$ cat src/rtl/axi_rd_pkg.sv
// Shared encodings and types for the LSU read responder.
package axi_rd_pkg;

    localparam logic [1:0] BURST_FIXED = 2'b00;
    localparam logic [1:0] BURST_INCR  = 2'b01;
    localparam logic [1:0] RESP_OKAY   = 2'b00;
    localparam logic [1:0] RESP_SLVERR = 2'b10;
    localparam logic [2:0] SIZE_8B     = 3'b011;
    localparam int         RD_DATA_W   = 64;

    typedef enum logic [1:0] {
        IDLE  = 2'd0,
        BURST = 2'd1,
        DRAIN = 2'd2
    } rd_state_t;

    typedef struct packed {
        logic [RD_DATA_W-1:0] data;
        logic                 last;
    } rd_beat_t;

endpackage

$ cat src/rtl/rd_resp_fifo.sv
// Two-entry synchronous response buffer between memory return and the R channel.
module rd_resp_fifo
    import axi_rd_pkg::*;
(
    input  logic       clk,
    input  logic       rst_n,
    input  logic       push,
    input  rd_beat_t   push_beat,
    input  logic       pop,
    output rd_beat_t   head,
    output logic       full,
    output logic       empty,
    output logic [1:0] count
);

    rd_beat_t   mem_q [2];
    logic       wr_ptr_q, wr_ptr_d;
    logic       rd_ptr_q, rd_ptr_d;
    logic [1:0] cnt_q, cnt_d;

    // Pointer and occupancy update; simultaneous push and pop leaves count unchanged.
    always_comb begin
        wr_ptr_d = wr_ptr_q ^ push;
        rd_ptr_d = rd_ptr_q ^ pop;
        cnt_d    = cnt_q + {1'b0, push} - {1'b0, pop};
    end

    // Control state, cleared on reset so the buffer comes up empty.
    always_ff @(posedge clk) begin
        if (!rst_n) begin
            wr_ptr_q <= 1'b0;
            rd_ptr_q <= 1'b0;
            cnt_q    <= 2'd0;
        end else begin
            wr_ptr_q <= wr_ptr_d;
            rd_ptr_q <= rd_ptr_d;
            cnt_q    <= cnt_d;
        end
    end

    // Payload storage; contents are only observed while count is non-zero.
    always_ff @(posedge clk) begin
        if (push) begin
            mem_q[wr_ptr_q] <= push_beat;
        end
    end

    assign head  = mem_q[rd_ptr_q];
    assign full  = (cnt_q == 2'd2);
    assign empty = (cnt_q == 2'd0);
    assign count = cnt_q;

endmodule

$ cat src/rtl/axi_lsu_rd_resp.sv
// AXI-style read responder: serves strided 2-D read bursts from a local word memory.
module axi_lsu_rd_resp
    import axi_rd_pkg::*;
#(
    parameter int ADDR_W = 10,
    parameter int DATA_W = 64,
    parameter int FIFO_D = 2
) (
    input  logic              clk,
    input  logic              rst_n,
    input  logic [7:0]        lsu_axi_arid,
    input  logic [ADDR_W-1:0] lsu_axi_araddr,
    input  logic [7:0]        lsu_axi_arlen,
    input  logic [2:0]        lsu_axi_arsize,
    input  logic [1:0]        lsu_axi_arburst,
    input  logic [2:0]        lsu_axi_arstr,
    input  logic [7:0]        lsu_axi_arnum,
    input  logic              lsu_axi_arvld,
    output logic              axi_lsu_arrdy,
    output logic [7:0]        axi_lsu_rid,
    output logic [DATA_W-1:0] axi_lsu_rdata,
    output logic [1:0]        axi_lsu_rresp,
    output logic              axi_lsu_rlast,
    output logic              axi_lsu_rvld,
    input  logic              lsu_axi_rrdy,
    output logic              mem_rd_en,
    output logic [ADDR_W-1:0] mem_rd_addr,
    input  logic [DATA_W-1:0] mem_rd_data
);

    rd_state_t         state_q, state_d;
    logic              arrdy_q, arrdy_d;
    logic [7:0]        id_q, id_d;
    logic              err_q, err_d;
    logic [7:0]        beat_q, beat_d, row_q, row_d;
    logic              inflight_q, inflight_d;
    logic              infl_last_q, infl_last_d;
    logic [7:0]        len_q, len_d, num_q, num_d;
    logic              incr_q, incr_d;
    logic [ADDR_W-1:0] addr_q, addr_d, row_base_q, row_base_d, pitch_q, pitch_d;

    logic [ADDR_W:0]   pitch_full;
    logic [2:0]        occ_after_pop;
    logic              ar_hs, issue, last_beat, last_row;
    logic              fifo_push, fifo_pop, fifo_full, fifo_empty;
    logic [1:0]        fifo_cnt;
    rd_beat_t          push_beat, head_beat;

    // Row pitch is formed one bit wider than the address, then wraps with it.
    assign pitch_full = ((ADDR_W+1)'(lsu_axi_arlen) + (ADDR_W+1)'(1)) << lsu_axi_arstr;

    assign ar_hs         = lsu_axi_arvld && arrdy_q;
    assign axi_lsu_rvld  = !fifo_empty;
    assign fifo_pop      = axi_lsu_rvld && lsu_axi_rrdy;
    assign occ_after_pop = 3'(fifo_cnt) + 3'(inflight_q) - 3'(fifo_pop);
    assign issue         = (state_q == BURST) && (occ_after_pop < 3'(FIFO_D));
    assign last_beat     = (beat_q == len_q);
    assign last_row      = (row_q == num_q);

    // Next-state, address walk and request latching.
    always_comb begin
        state_d    = state_q;
        id_d       = id_q;
        err_d      = err_q;
        beat_d     = beat_q;
        row_d      = row_q;
        len_d      = len_q;
        num_d      = num_q;
        incr_d     = incr_q;
        addr_d     = addr_q;
        row_base_d = row_base_q;
        pitch_d    = pitch_q;
        case (state_q)
            IDLE: begin
                if (ar_hs) begin
                    id_d       = lsu_axi_arid;
                    err_d      = (lsu_axi_arsize != SIZE_8B) || lsu_axi_arburst[1];
                    len_d      = lsu_axi_arlen;
                    num_d      = lsu_axi_arnum;
                    incr_d     = (lsu_axi_arburst == BURST_INCR);
                    addr_d     = lsu_axi_araddr;
                    row_base_d = lsu_axi_araddr;
                    pitch_d    = pitch_full[ADDR_W-1:0];
                    beat_d     = 8'd0;
                    row_d      = 8'd0;
                    state_d    = BURST;
                end
            end
            BURST: begin
                if (issue) begin
                    if (last_beat) begin
                        beat_d = 8'd0;
                        if (last_row) begin
                            state_d = DRAIN;
                        end else begin
                            row_d      = row_q + 8'd1;
                            row_base_d = row_base_q + pitch_q;
                            addr_d     = row_base_q + pitch_q;
                        end
                    end else begin
                        beat_d = beat_q + 8'd1;
                        if (incr_q) begin
                            addr_d = addr_q + ADDR_W'(1);
                        end
                    end
                end
            end
            DRAIN: begin
                if (fifo_pop && head_beat.last) begin
                    state_d = IDLE;
                end
            end
            default: state_d = IDLE;
        endcase
        arrdy_d     = (state_d == IDLE);
        inflight_d  = issue;
        infl_last_d = issue && last_beat && last_row;
    end

    // Control registers; reset drops any transaction in progress.
    always_ff @(posedge clk) begin
        if (!rst_n) begin
            state_q     <= IDLE;
            arrdy_q     <= 1'b0;
            id_q        <= 8'd0;
            err_q       <= 1'b0;
            beat_q      <= 8'd0;
            row_q       <= 8'd0;
            inflight_q  <= 1'b0;
            infl_last_q <= 1'b0;
        end else begin
            state_q     <= state_d;
            arrdy_q     <= arrdy_d;
            id_q        <= id_d;
            err_q       <= err_d;
            beat_q      <= beat_d;
            row_q       <= row_d;
            inflight_q  <= inflight_d;
            infl_last_q <= infl_last_d;
        end
    end

    // Datapath registers; only meaningful while a transaction is active.
    always_ff @(posedge clk) begin
        len_q      <= len_d;
        num_q      <= num_d;
        incr_q     <= incr_d;
        addr_q     <= addr_d;
        row_base_q <= row_base_d;
        pitch_q    <= pitch_d;
    end

    // Error transactions still walk the issue slot so beat count and timing match, but never touch memory.
    assign mem_rd_en      = issue && !err_q;
    assign mem_rd_addr    = mem_rd_en ? addr_q : '0;
    assign fifo_push      = inflight_q && (!fifo_full || fifo_pop);
    assign push_beat.data = err_q ? '0 : mem_rd_data;
    assign push_beat.last = infl_last_q;

    rd_resp_fifo u_fifo (
        .clk       (clk),
        .rst_n     (rst_n),
        .push      (fifo_push),
        .push_beat (push_beat),
        .pop       (fifo_pop),
        .head      (head_beat),
        .full      (fifo_full),
        .empty     (fifo_empty),
        .count     (fifo_cnt)
    );

    assign axi_lsu_arrdy = arrdy_q;
    assign axi_lsu_rid   = id_q;
    assign axi_lsu_rdata = axi_lsu_rvld ? head_beat.data : '0;
    assign axi_lsu_rlast = axi_lsu_rvld && head_beat.last;
    assign axi_lsu_rresp = (axi_lsu_rvld && err_q) ? RESP_SLVERR : RESP_OKAY;

endmodule

$ cat config.mk
export PLATFORM = sky130hd
export DESIGN_NAME = axi_lsu_rd_resp
export DESIGN_NICKNAME = d
export VERILOG_FILES = /design/src/rtl/axi_rd_pkg.sv /design/src/rtl/rd_resp_fifo.sv /design/src/rtl/axi_lsu_rd_resp.sv
export SDC_FILE = /design/constraint.sdc
export NUM_CORES = 1
export LEC_CHECK = 0
export BUFFER_PORTS_ARGS = -buffer_cell sky130_fd_sc_hd__buf_2
export CORE_MARGIN = 5
export CORE_UTILIZATION = 56
export CTS_CLUSTER_DIAMETER = 100
export CTS_CLUSTER_SIZE = 40
export DETAILED_ROUTE_END_ITERATION = 8
export GPL_TIMING_DRIVEN = 1
export HOLD_SLACK_MARGIN = 0.15
export PLACE_DENSITY = 0.81
export SYNTH_ARGS = -nofsm -noshare
export SYNTH_HDL_FRONTEND = slang
export SYNTH_HIERARCHICAL = 1
export SYNTH_SLANG_ARGS = --single-unit
$ cat constraint.sdc
create_clock -name clk -period 4.4 [get_ports clk]
set_input_delay 0.22 -clock clk [delete_from_list [all_inputs] [get_ports clk]]
set_output_delay 0.22 -clock clk [all_outputs]
set_load 0.02 [all_outputs]
==> impl_metrics.env <==
export IMPL_syn_to_final_growth_pct=23.3
export IMPL_fin_skew_ps=31.2
export IMPL_layout_common_cells="buf_2 (196), edfxtp_1 (177), nor2b_1 (137)"
export IMPL_cap_violations=0
export IMPL_yosysUniqueCellTypes=60
export IMPL_cts_tree="done"
export IMPL_path_cells="nor2_4 -> inv_1 -> nand2_1 -> nor2_1 -> o21ai_0 -> fa_1 -> xnor2_1 -> nand3_2 -> nor2_1 -> and2_1 -> buf_2"
export IMPL_core_area_um2=18100
export IMPL_grt_max_degree=67
export IMPL_finalHoldViolations=0
export IMPL_hp_class="input port to flip-flop"
export IMPL_synth_seq_area_share_pct=58.1
export IMPL_outcome="finished clean"
export IMPL_finalNetCount=1228
export IMPL_drc_errors=0
export IMPL_tightest_slew_ps=1120
export IMPL_drt_wirelength_per_cell_um=18.1
export IMPL_layout_commonest_cell="buf_2"
export IMPL_cpPeakStageDelay_ps=520
export IMPL_synth_area_top_cells="edfxtp_1 (51%), nor2b_1 (8.3%), mux2_4 (7.3%), dfxtp_1 (6.8%), nand2_1 (2.5%)"
export IMPL_cts_num_sinks=212
export IMPL_viasPerCell=5.53
export IMPL_synth_seq_cells=212
export IMPL_n_fill_cell=1209
export IMPL_cp_slowest_cell="dfxtp_1"
export IMPL_h_tree_depth=1
export IMPL_endpoint_kind="primary output"
export IMPL_grt_overflow_total=0
export IMPL_finalSetupTns_ps=0
export IMPL_syn_num_nets=958
export IMPL_setup_viol=0
export IMPL_die_area_um2=21300
export IMPL_clkLatencyLatePin_ps=470
export IMPL_cpMostUsedCell="nor2_1"
export IMPL_drt_iter0_markers=594
export IMPL_avgSynthCellArea_um2=12.5
export IMPL_crit_required_ps=4180
export IMPL_setup_ws_ps=1070
export IMPL_vias=7364
export IMPL_path_class="flip-flop to primary output"
export IMPL_p_total_mw=5.71
export IMPL_crit_family="simple AND/OR/NAND/NOR gates"
export IMPL_cts_resized_gates=0
export IMPL_synth_top_area_cell="edfxtp_1"
export IMPL_first_pass_iters=5
export IMPL_drive_gt1_share_pct=26.6
export IMPL_grtUsageTotal_pct=22.0
export IMPL_report_final_slew_viol_count=0
export IMPL_rows=49
export IMPL_ir_drop_uv=324
export IMPL_cts_setup_buffers=0
export IMPL_wl_mm=24.0
export IMPL_dieWidth_um=146
export IMPL_drtAntennaViolNets=0
export IMPL_critPathBufInv=2
export IMPL_leakage_nw=5.00
export IMPL_die_y_um=146
export IMPL_grt_pass1_vias=7481
export IMPL_powerDensity_nw_per_um2=448
export IMPL_crit_path_start_kind="flip-flop"
export IMPL_dp_hpwl_mm=15.5
export IMPL_dp_slack_ps=1120
export IMPL_netlist_instances=829
export IMPL_syn_cell_area_um2=10300
export IMPL_cp_max_fo=11
export IMPL_fin_crit_sh_pct=75.6
export IMPL_root_buffer="clkbuf_16"
export IMPL_antenna_found_initial=2
export IMPL_io_pins=198
export IMPL_synth_flop_cell="edfxtp_1"
export IMPL_period_needed_ps=3330
export IMPL_start_util_pct=57.2
export IMPL_gp_congestion=0.890
export IMPL_synth_edf_count=177
export IMPL_grt_pass1_wl_mm=38.5
export IMPL_cts_buffer_depth=3
export IMPL_port_buffers=196
export IMPL_crit_arrival_ps=3110
export IMPL_synth_top_area_share_pct=51.4
export IMPL_fmax_ghz=0.301
export IMPL_ys_warn_count=6
export IMPL_slew_headroom_pct=25.0
export IMPL_cts_buffers=9
export IMPL_async_flop_share_pct=0
export IMPL_rsz0062_at_grt="false"
export IMPL_clkTransAtPathRegs_ps=140
[cell usage after synthesis, drive strengths merged (8+ instances only)]
master  number
xnor2       20
nand4       13
nand2       68
xor2        20
mux2i        9
ha          17
inv          9
clkbuf      36
and2        20
buf         13
o21ai       20
nor2        34
dfxtp       35
a21oi       32
edfxtp     177
nand3       14
mux2        66
nor2b      137
a211oi       8
[stage by stage]
stage	hold slack (ps)	instances	area, um2	util (%)
floorplan	319	829	10300	-
global route	184	1332	12800	70.6
CTS	165	1330	12800	70.5
detailed placement	398	1214	11500	63.4
finish	181	1332	12800	70.6
global placement	399	1214	11500	63.4
[sequential cells by signal, indices dropped and copies added, names as in the netlist, 2 cells and up, named ones only]
| signal | flops |
|---|---|
| addr_q | 10 |
| axi_lsu_rid | 8 |
| beat_q | 8 |
| len_q | 8 |
| num_q | 8 |
| pitch_q | 10 |
| row_base_q | 10 |
| row_q | 8 |
| state_q | 2 |
| u_fifo/count | 2 |
| u_fifo/mem_q | 130 |
[worst reg2reg max path: stages, from the launching register on]
cell and delay (ps):
dfxtp_1 520, nor2_4 50, inv_1 70, nand2_1 80, nor2_1 180, o21ai_0 160
fa_1 400, xnor2_1 190, nand3_2 140, and2_1 350, a21oi_1 780
[power breakdown]
part           internal (mW)  switching, mW
sequential              2.37          0.161
combinational          0.908           1.29
clock                  0.398          0.593
total                   3.67           2.04
[layer usage]
metal / part of all wire [%] / wire (um) / GRT usage [%]
met5: 0 / 0 / 0
met4: 3.3 / 800 / 7.83
met3: 4.8 / 1160 / 3.27
met2: 51 / 12200 / 39.2
met1: 41 / 9840 / 27.1
[what timing repair did]
action	4_1_cts	5_1_grt
hold buffers	103	0
hold endpoints to repair	175	0
endpoints found under the setup margin	0	0
[worst paths after layout]
path,cells past startpoint,to,slack (ps),startpoint
worst max-delay path,11,mem_rd_addr[8],1070,u_fifo/count[1]
worst min-delay path,2,pitch_q[2],180,lsu_axi_arstr[2]
worst max register to register,10,addr_q[1],1100,u_fifo/count[1]
worst min register to register,0,u_fifo/mem_q[1][0],470,infl_last_q
[logic make-up (layout without fill, tap and decap cells)]
kind of cell,Yosys count,after routing,share of synthesized area (%)
AOI/OAI and AO/OA,100,100,6.12
xor gates and xnor gates,41,41,3.60
adders and majority gates,19,19,2.44
buffers and inverters,58,330,2.61
DFF,212,212,58.1
muxes,75,75,9.87
other,1,3,0.0362
and+or+nand+nor,323,323,17.2
[final cells by class]
cell class	count	area (um2)	area share [%]
inverters	9	33.8	0.265
flip-flops and latches	212	6020	47.2
repair buffers	308	2080	16.3
well taps	229	287	2.25
clock buffers	11	233	1.82
clock inverters	2	28.8	0.226
multi-input cells	559	4070	31.9
diodes	2	5.00	0.0392
(Power assumes the default switching activity.)
